**src/rtl/mem_port_arbiter_if.sv**
```systemverilog
// Core-side and memory-side signal bundle for mem_port_arbiter.
//   Fetch side : i_req, i_addr -> i_rdata, i_ack
//   Data side  : d_req, d_we, d_addr, d_wdata -> d_rdata, d_ack
//   Memory side: m_req, m_we, m_addr, m_wdata -> m_rdata, m_ready
// Modports: master = the arbiter itself, slave = core plus memory environment.
`timescale 1ns/1ps
interface mem_port_arbiter_if #(
  parameter int unsigned n  = 32,
  parameter int unsigned AW = 32
) ();
  logic          i_req;
  logic [AW-1:0] i_addr;
  logic [n-1:0]  i_rdata;
  logic          i_ack;
  logic          d_req;
  logic          d_we;
  logic [AW-1:0] d_addr;
  logic [n-1:0]  d_wdata;
  logic [n-1:0]  d_rdata;
  logic          d_ack;
  logic          m_req;
  logic          m_we;
  logic [AW-1:0] m_addr;
  logic [n-1:0]  m_wdata;
  logic [n-1:0]  m_rdata;
  logic          m_ready;

  modport master (
    input  i_req, i_addr, d_req, d_we, d_addr, d_wdata, m_rdata, m_ready,
    output i_rdata, i_ack, d_rdata, d_ack, m_req, m_we, m_addr, m_wdata
  );

  modport slave (
    output i_req, i_addr, d_req, d_we, d_addr, d_wdata, m_rdata, m_ready,
    input  i_rdata, i_ack, d_rdata, d_ack, m_req, m_we, m_addr, m_wdata
  );
endinterface

```
**src/rtl/mem_port_arbiter.sv**
```systemverilog
// Shares one single-ported memory between instruction fetch and load/store.
// One transaction outstanding at a time; the memory command is registered and held
// until m_ready, then read data is captured and a one-cycle ack goes to the winner.
// Ports:
//   CLK   - clock, rising edge
//   RESET - asynchronous active-high reset
//   bus   - mem_port_arbiter_if.master (fetch, data and memory handshakes)
//   busy  - high whenever a grant is in progress
// Build option: define ARB_ROUND_ROBIN_EN to alternate grants on simultaneous
// requests; otherwise the data side always wins.
`timescale 1ns/1ps
module mem_port_arbiter #(
  parameter int unsigned n  = 32,
  parameter int unsigned AW = 32
) (
  input  logic                CLK,
  input  logic                RESET,
  mem_port_arbiter_if.master  bus,
  output logic                busy
);

  typedef enum logic [1:0] {StIdle, StGntI, StGntD} state_e;

  state_e        state_q;
  logic          m_req_q;
  logic          m_we_q;
  logic [AW-1:0] m_addr_q;
  logic [n-1:0]  m_wdata_q;
  logic [n-1:0]  i_rdata_q;
  logic [n-1:0]  d_rdata_q;
  logic          i_ack_q;
  logic          d_ack_q;
  logic          busy_q;
  logic          grant_d;

`ifdef ARB_ROUND_ROBIN_EN
  logic last_grant_d_q;  // 0 = fetch side won last, 1 = data side

  // On a tie the side that did not win last time gets the port.
  always_comb begin
    grant_d = bus.d_req && (!bus.i_req || !last_grant_d_q);
  end
`else
  always_comb begin
    grant_d = bus.d_req;
  end
`endif

  always_ff @(posedge CLK or posedge RESET) begin
    if (RESET) begin
      state_q   <= StIdle;
      m_req_q   <= 1'b0;
      m_we_q    <= 1'b0;
      m_addr_q  <= '0;
      m_wdata_q <= '0;
      i_rdata_q <= '0;
      d_rdata_q <= '0;
      i_ack_q   <= 1'b0;
      d_ack_q   <= 1'b0;
      busy_q    <= 1'b0;
`ifdef ARB_ROUND_ROBIN_EN
      last_grant_d_q <= 1'b0;
`endif
    end else begin
      i_ack_q <= 1'b0;
      d_ack_q <= 1'b0;
      case (state_q)
        StIdle: begin
          // m_ready is deliberately ignored here.
          if (bus.i_req || bus.d_req) begin
            m_req_q <= 1'b1;
            busy_q  <= 1'b1;
            if (grant_d) begin
              state_q   <= StGntD;
              m_we_q    <= bus.d_we;
              m_addr_q  <= bus.d_addr;
              m_wdata_q <= bus.d_wdata;
`ifdef ARB_ROUND_ROBIN_EN
              last_grant_d_q <= 1'b1;
`endif
            end else begin
              state_q  <= StGntI;
              m_we_q   <= 1'b0;
              m_addr_q <= bus.i_addr;
`ifdef ARB_ROUND_ROBIN_EN
              last_grant_d_q <= 1'b0;
`endif
            end
          end
        end
        StGntI: begin
          if (bus.m_ready) begin
            state_q   <= StIdle;
            m_req_q   <= 1'b0;
            m_we_q    <= 1'b0;
            busy_q    <= 1'b0;
            i_rdata_q <= bus.m_rdata;
            i_ack_q   <= 1'b1;
          end
        end
        StGntD: begin
          if (bus.m_ready) begin
            state_q <= StIdle;
            m_req_q <= 1'b0;
            m_we_q  <= 1'b0;
            busy_q  <= 1'b0;
            // Stores leave the previous load data in place.
            if (!m_we_q) begin
              d_rdata_q <= bus.m_rdata;
            end
            d_ack_q <= 1'b1;
          end
        end
        default: begin
          state_q <= StIdle;
          m_req_q <= 1'b0;
          m_we_q  <= 1'b0;
          busy_q  <= 1'b0;
        end
      endcase
    end
  end

  assign bus.m_req   = m_req_q;
  assign bus.m_we    = m_we_q;
  assign bus.m_addr  = m_addr_q;
  assign bus.m_wdata = m_wdata_q;
  assign bus.i_rdata = i_rdata_q;
  assign bus.d_rdata = d_rdata_q;
  assign bus.i_ack   = i_ack_q;
  assign bus.d_ack   = d_ack_q;
  assign busy        = busy_q;

endmodule

```
**src/flat_wrapper.sv**
```systemverilog
// flat-port wrapper written by rule: the top's interface ports become plain ports
module mem_port_arbiter_flat 
#(
  parameter int unsigned n  = 32,
  parameter int unsigned AW = 32
)
  (CLK, RESET, busy, bus_i_req, bus_i_addr, bus_d_req, bus_d_we, bus_d_addr, bus_d_wdata, bus_m_rdata, bus_m_ready, bus_i_rdata, bus_i_ack, bus_d_rdata, bus_d_ack, bus_m_req, bus_m_we, bus_m_addr, bus_m_wdata);
  mem_port_arbiter_if #(.n(n), .AW(AW)) bus_i ();
  input  logic CLK;
  input  logic RESET;
  output logic busy;
  input wire logic [$bits(bus_i.i_req)-1:0] bus_i_req;
  input wire logic [$bits(bus_i.i_addr)-1:0] bus_i_addr;
  input wire logic [$bits(bus_i.d_req)-1:0] bus_d_req;
  input wire logic [$bits(bus_i.d_we)-1:0] bus_d_we;
  input wire logic [$bits(bus_i.d_addr)-1:0] bus_d_addr;
  input wire logic [$bits(bus_i.d_wdata)-1:0] bus_d_wdata;
  input wire logic [$bits(bus_i.m_rdata)-1:0] bus_m_rdata;
  input wire logic [$bits(bus_i.m_ready)-1:0] bus_m_ready;
  output wire logic [$bits(bus_i.i_rdata)-1:0] bus_i_rdata;
  output wire logic [$bits(bus_i.i_ack)-1:0] bus_i_ack;
  output wire logic [$bits(bus_i.d_rdata)-1:0] bus_d_rdata;
  output wire logic [$bits(bus_i.d_ack)-1:0] bus_d_ack;
  output wire logic [$bits(bus_i.m_req)-1:0] bus_m_req;
  output wire logic [$bits(bus_i.m_we)-1:0] bus_m_we;
  output wire logic [$bits(bus_i.m_addr)-1:0] bus_m_addr;
  output wire logic [$bits(bus_i.m_wdata)-1:0] bus_m_wdata;
  assign bus_i.i_req = bus_i_req;
  assign bus_i.i_addr = bus_i_addr;
  assign bus_i.d_req = bus_d_req;
  assign bus_i.d_we = bus_d_we;
  assign bus_i.d_addr = bus_d_addr;
  assign bus_i.d_wdata = bus_d_wdata;
  assign bus_i.m_rdata = bus_m_rdata;
  assign bus_i.m_ready = bus_m_ready;
  assign bus_i_rdata = bus_i.i_rdata;
  assign bus_i_ack = bus_i.i_ack;
  assign bus_d_rdata = bus_i.d_rdata;
  assign bus_d_ack = bus_i.d_ack;
  assign bus_m_req = bus_i.m_req;
  assign bus_m_we = bus_i.m_we;
  assign bus_m_addr = bus_i.m_addr;
  assign bus_m_wdata = bus_i.m_wdata;
  mem_port_arbiter #(.n(n), .AW(AW)) u_core (.CLK(CLK), .RESET(RESET), .bus(bus_i), .busy(busy));
endmodule
```
**config.mk**
```make
export PLATFORM = sky130hd
export DESIGN_NAME = mem_port_arbiter_flat
export DESIGN_NICKNAME = d
export VERILOG_FILES = /design/src/rtl/mem_port_arbiter_if.sv /design/src/rtl/mem_port_arbiter.sv /design/src/flat_wrapper.sv
export SDC_FILE = /design/constraint.sdc
export NUM_CORES = 1
export LEC_CHECK = 0
export ABC_AREA = 1
export CAP_MARGIN = 20
export CORE_MARGIN = 2
export CORE_UTILIZATION = 37
export DETAILED_ROUTE_END_ITERATION = 12
export PLACE_DENSITY = 0.87
export SLEW_MARGIN = 0
export SYNTH_ARGS = -nofsm -noshare
export SYNTH_HDL_FRONTEND = slang
export SYNTH_SLANG_ARGS = --single-unit
```
**constraint.sdc**
```tcl
create_clock -name CLK -period 4.34 [get_ports CLK]
set_input_delay 0.651 -clock CLK [delete_from_list [all_inputs] [get_ports CLK]]
set_output_delay 0.651 -clock CLK [all_outputs]
set_load 0.03 [all_outputs]
```
==> flow_metrics.env, run 1 <==
export IMPL_htree_num_levels=4
export IMPL_min_to="u_core.bus.m_addr[20]"
export IMPL_clk_pin_slew_ns=0.06
export IMPL_leakage_nw=4.41
export IMPL_dp_cells=1074
export IMPL_vias=5017
export IMPL_setup_viol=0
export IMPL_syn_cell_area_um2=5500
export IMPL_rsz0062_at_grt="no"
export IMPL_worst_pin_slew_ns=0.964
export IMPL_drv_slew=0
export IMPL_detail_route_antenna_nets=0
export IMPL_grt_overflow=0
export IMPL_multiInputGateArea_um2=1720
export IMPL_worst_r2r_path_depth=7
export IMPL_critPathKind="reg -> out"
export IMPL_grt_pass1_wl_mm=24.4
export IMPL_placementRows=44
export IMPL_drive_above_1_share_pct=4.77
export IMPL_grt_max_degree=83
export IMPL_finalCriticalPeriod_ns=2.16
export IMPL_switching_share_pct=42.3
export IMPL_clock_sinks=134
export IMPL_grt_pass1_vias=5033
export IMPL_final_common_cell="nand2_1"
export IMPL_num_io_pins=267
export IMPL_end_kind="output pin"
export IMPL_power_internal_w=0.00403
export IMPL_power_switching_w=0.00295
export IMPL_final_setup_skew_ns=0.00783
export IMPL_tns_ns=0
export IMPL_arrival_ns=1.51
export IMPL_post_cts_resized=0
export IMPL_antenna_found_initial=0
export IMPL_p_comb_share_pct=48.7
export IMPL_cts_root_buf="clkbuf_16"
export IMPL_p_clk_share_pct=20.6
export IMPL_critPathTopFamily="buffers and inverters"
export IMPL_min_from="u_core.bus.m_addr[20]"
export IMPL_maxCapViolCount=0
export IMPL_crit_path_cell_trace="clkdlybuf4s50_1"
export IMPL_num_antenna_cells=0
export IMPL_critPathMaxFanout=3
export IMPL_r2r_start="u_core.state_q[0]"
export IMPL_hold_viol=0
export IMPL_clock_latency_ns=0.42
export IMPL_p_per_area_nw_per_um2=784
export IMPL_seq_area_um2=3350
export IMPL_start_kind="register"
export IMPL_syn_inst=653
export IMPL_regToRegSetupSlack_ns=2.45
export IMPL_crit_required_ns=3.69
export IMPL_fin_crit_sh_pct=49.7
export IMPL_cts_tree="built"
export IMPL_track_usage_pct=19.2
export IMPL_syn_avg_cell_area_um2=8.43
export IMPL_fillerInstances=1198
export IMPL_start_util_pct=37.9
export IMPL_nNetsFinal=1048
export IMPL_max_freq_mhz=464
export IMPL_synth_cell_types=14
export IMPL_dieArea_um2=15900
export IMPL_stdcell_count=1107
export IMPL_ctsHoldBuffers=0
export IMPL_vias_per_cell=4.53
export IMPL_gp_congestion=0.804
export IMPL_first_pass_iters=6
export IMPL_drt_iter0_markers=210
export IMPL_ys_seq_elements=134
export IMPL_route_detailed_drc=0
export IMPL_crit_buf_inv=1
export IMPL_relSlewSlack_pct=35.5
export IMPL_die_h_um=126
export IMPL_area_growth_pct=61.7
export IMPL_critical_path_max_stage_delay_ns=0.69
export IMPL_synth_warnings=0
export IMPL_cts_buffers_inserted=17
export IMPL_cp_slowest_cell="clkdlybuf4s50_1"
export IMPL_cts_buffer_depth=2
export IMPL_vdd_drop_max_mv=0.562
export IMPL_cts_setup_buffers=0
export IMPL_fp_coreArea_um2=14500
export IMPL_ys_seq_area_share_pct=60.9
export IMPL_totalWireLength_mm=15.1
export IMPL_final_cell_mix="nand2_1 (303), clkdlybuf4s50_1 (265), dfrtp_1 (134)"
export IMPL_synth_nets=791
export IMPL_rr_endpoint="u_core.bus.d_rdata[3]"
export IMPL_p_seq_share_pct=30.8
export IMPL_place_port_buffers=266
export IMPL_fp_dieW_um=126
export IMPL_min_delay_path_class="reg -> reg"
export IMPL_wl_per_cell_um=13.6
export IMPL_hpwlAfterDp_mm=10.6
export IMPL_status="finished clean"
export IMPL_holdPathStages=2
==> per-layer routing <==
metal	global-route usage (%)	vias to the layer above	share of wire, %
li1	-	2495	-
met1	22.8	2293	41
met2	31.7	189	48
met3	5.73	40	7.0
met4	9.50	0	3.2
met5	0	-	0
==> flip-flops by register name, indices dropped and copies added, names as in the netlist <==
| name | flops |
|---|---|
| u_core.bus.d_ack | 1 |
| u_core.state_q | 2 |
| u_core.bus.i_rdata | 32 |
| u_core.bus.i_ack | 1 |
| u_core.busy | 1 |
| u_core.bus.d_rdata | 32 |
| u_core.bus.m_wdata | 32 |
| u_core.bus.m_addr | 32 |
| u_core.bus.m_we | 1 |
==> Yosys cell counts (all sizes together) <==
| library cell | number | share of area [%] |
|---|---|---|
| nand2 | 305 | 21 |
| dfrtp | 134 | 61 |
| o21ai | 97 | 8.9 |
| inv | 74 | 5.0 |
| buf | 18 | 1.9 |
| clkbuf | 15 | 1.0 |
| ha | 4 | 0.91 |
| nand3 | 3 | 0.27 |
| nor2 | 3 | 0.20 |
==> per-stage QoR <==
step / utilization, % / total power [W] / hold slack, ns / worst slack (ns) / instance area, µm²
floorplan: - / 0.00403 / 0.467 / 0.106 / 5500
global placement: 57.0 / 0.00548 / 0.461 / 2.04 / 8280
detailed placement: 57.0 / 0.00556 / 0.464 / 1.90 / 8280
CTS: 61.1 / 0.00704 / 0.480 / 2.15 / 8880
global route: 61.2 / 0.00739 / 0.500 / 2.14 / 8900
finish: 61.2 / 0.00697 / 0.474 / 2.18 / 8900
==> power groups by stage <==
stage / Combinational [W] / Sequential [W] / Clock (W)
5_1_grt: 0.00364 / 0.00222 / 0.00153
4_1_cts: 0.00342 / 0.00215 / 0.00147
6_report: 0.00339 / 0.00214 / 0.00143
2_1_floorplan: 0.000782 / 0.00325 / 0
3_5_place_dp: 0.00341 / 0.00215 / 0
3_3_place_gp: 0.00334 / 0.00214 / 0
==> final cells by class <==
class,instances,area share (%)
clock buffers,17,4.78
well taps,184,2.59
repair buffers,271,30.6
inverters,74,3.18
multi-input cells,412,19.3
clock inverters,15,1.91
flip-flops and latches,134,37.7
==> logic make-up (layout without fill, tap and decap cells) <==
logic type	count (synthesis)	after routing	share of synthesized area [%]
flops	134	134	60.9
simple gates	311	311	21.3
compound gates	97	97	8.89
buf+inv	107	377	7.94
fa+ha+maj	4	4	0.910
==> worst max-delay path by stage <==
stage                            from                      to  cells past startpoint  slack, ns
after global placement    bus_m_ready  u_core.bus.d_rdata[24]                      5       2.04
after CTS                 u_core.busy                    busy                      1       2.15
after global routing      u_core.busy               bus_m_req                      1       2.14
after detailed placement  bus_m_ready  u_core.bus.d_rdata[12]                      5       1.90
final                     u_core.busy                    busy                      1       2.18
after floorplan                 RESET        u_core.bus.d_ack                      1       0.11
Note: power is estimated with default switching activity, not from simulation.
==> run 2: changes to the inputs <==
CORE_UTILIZATION = 41   (was 37)
PLACE_DENSITY = 0.91   (was 0.87)
clock period = 2.1 ns   (was 4.34 ns; I/O delays follow)
==> flow_metrics.env, run 2 (synthesis results as in run 1) <==
export IMPL_grt_pass1_vias=5223
export IMPL_fillerInstances=1042
export IMPL_cp_depth=1
export IMPL_maxCapViolCount=0
export IMPL_max_freq_mhz=543
export IMPL_fp_dieW_um=120
export IMPL_rsz0062_at_grt="no"
export IMPL_cts_buffers_inserted=17
export IMPL_rr_endpoint="u_core.bus.d_rdata[22]"
export IMPL_relSlewSlack_pct=58.7
export IMPL_cp_startpoint="u_core.bus.m_we"
export IMPL_num_io_pins=267
export IMPL_min_delay_path_class="in -> reg"
export IMPL_totalWireLength_mm=15.6
export IMPL_crit_end="bus_m_we"
export IMPL_place_port_buffers=266
export IMPL_drt_iter0_markers=314
export IMPL_hold_viol=0
export IMPL_final_common_cell="nand2_1"
export IMPL_die_h_um=120
export IMPL_critPathMaxFanout=3
export IMPL_route_detailed_drc=0
export IMPL_clk_pin_slew_ns=0.06
export IMPL_nNetsFinal=1056
export IMPL_drive_above_1_share_pct=5.37
export IMPL_tns_ns=0
export IMPL_cp_slowest_cell="clkdlybuf4s50_1"
export IMPL_setup_viol=0
export IMPL_hpwlAfterDp_mm=11.4
export IMPL_arrival_ns=1.53
export IMPL_critPathKind="reg -> out"
export IMPL_final_setup_skew_ns=0.00426
export IMPL_status="finished clean"
export IMPL_area_growth_pct=63.3
export IMPL_design_area_um2=8980
export IMPL_placementRows=42
export IMPL_layout_setup_ws_ns=0.258
export IMPL_crit_path_cell_trace="clkdlybuf4s50_1"
export IMPL_dpl_worst_slack_ns=0.310
export IMPL_vias_per_cell=4.56
export IMPL_p_per_area_nw_per_um2=1600
export IMPL_gp_congestion=0.800
export IMPL_crit_buf_inv=1
export IMPL_worst_r2r_path_depth=7
export IMPL_grt_pass1_wl_mm=25.2
export IMPL_cts_tree="built"
export IMPL_ctsHoldBuffers=0
export IMPL_antenna_found_initial=0
export IMPL_clock_sinks=134
export IMPL_cts_buffer_depth=2
export IMPL_wl_per_cell_um=14.1
export IMPL_detail_route_antenna_nets=0
export IMPL_end_kind="output pin"
export IMPL_start_kind="register"
export IMPL_fin_util_pct=68.1
export IMPL_htree_num_levels=4
export IMPL_worst_pin_slew_ns=0.618
export IMPL_clock_latency_ns=0.40
export IMPL_grt_max_degree=65
export IMPL_grt_overflow=0
export IMPL_r2r_start="u_core.state_q[0]"
export IMPL_p_total_w=0.0144
export IMPL_first_pass_iters=5
export IMPL_finalCriticalPeriod_ns=1.84
export IMPL_vdd_drop_max_mv=0.913
export IMPL_drv_slew=0
export IMPL_vias=5049
export IMPL_num_antenna_cells=0
export IMPL_cts_root_buf="clkbuf_16"
export IMPL_start_util_pct=41.7
export IMPL_post_cts_resized=0
export IMPL_critPathTopFamily="buffers and inverters"
export IMPL_leakage_nw=4.45
export IMPL_crit_required_ns=1.78
export IMPL_placed_area_um2=8400
export IMPL_fin_crit_sh_pct=87.7
export IMPL_regToRegSetupSlack_ns=0.46
export IMPL_cts_setup_buffers=0
export IMPL_track_usage_pct=22.4
export IMPL_final_cell_mix="nand2_1 (303), clkdlybuf4s50_1 (265), dfrtp_1 (134)"
export IMPL_critical_path_max_stage_delay_ns=0.75
export IMPL_dieArea_um2=14400
export IMPL_fp_coreArea_um2=13200
run 2: cell types whose count changed in the layout (fill, tap and decap cells not counted):
cell	delta
buf_12	+4
buf_4	+4
inv_6	-4
clkinv_4	-3
clkbuf_1	+2
clkbuf_8	+2
clkinv_2	+2
clkinvlp_4	+2
inv_8	-1
run 2: metrics by stage:
step | hold WS, ns | instances
finish | 0.291 | 1107
global route | 0.321 | 1107
CTS | 0.269 | 1107
detailed placement | 0.464 | 1075
global placement | 0.460 | 1075
floorplan | 0.425 | 653
run 2: worst min-delay path by stage:
| stage | cells past startpoint | end | start | slack, ns |
|---|---|---|---|---|
| 2_1_floorplan | 2 | u_core.bus.m_wdata[0] | bus_d_wdata[0] | 0.42 |
| 4_1_cts | 4 | u_core.state_q[0] | bus_d_req | 0.27 |
| 5_1_grt | 5 | u_core.bus.m_we | bus_d_req | 0.32 |
| 3_5_place_dp | 2 | u_core.bus.m_addr[0] | u_core.bus.m_addr[0] | 0.46 |
| 3_3_place_gp | 2 | u_core.bus.m_addr[3] | u_core.bus.m_addr[3] | 0.46 |
| 6_report | 4 | u_core.state_q[0] | bus_d_req | 0.29 |
run 2: area by class of cell:
class | count | area [µm²] | area share [%]
Sequential cell | 134 | 3350 | 37.3
Timing Repair Buffer | 279 | 2830 | 31.5
Multi-Input combinational cell | 412 | 1720 | 19.1
Clock buffer | 21 | 460 | 5.12
Inverter | 74 | 282 | 3.13
Tap cell | 176 | 220 | 2.45
Clock inverter | 11 | 124 | 1.38
run 2: where the power goes:
part | switching [W] | leakage (nW) | internal (W) | total (W)
Clock | 0.00109 | 0.280 | 0.00181 | 0.00290
Combinational | 0.00428 | 2.50 | 0.00280 | 0.00708
Sequential | 0.000657 | 1.68 | 0.00377 | 0.00443
run 2: metal layers:
layer  GRT usage (%)  vias up  part of all wire [%]
li1                -     2510                     -
met2            39.3      174                    52
met3            6.51       25                   6.4
met4            8.97        0                   2.2
met5               0        -                     0
met1            25.8     2340                    39
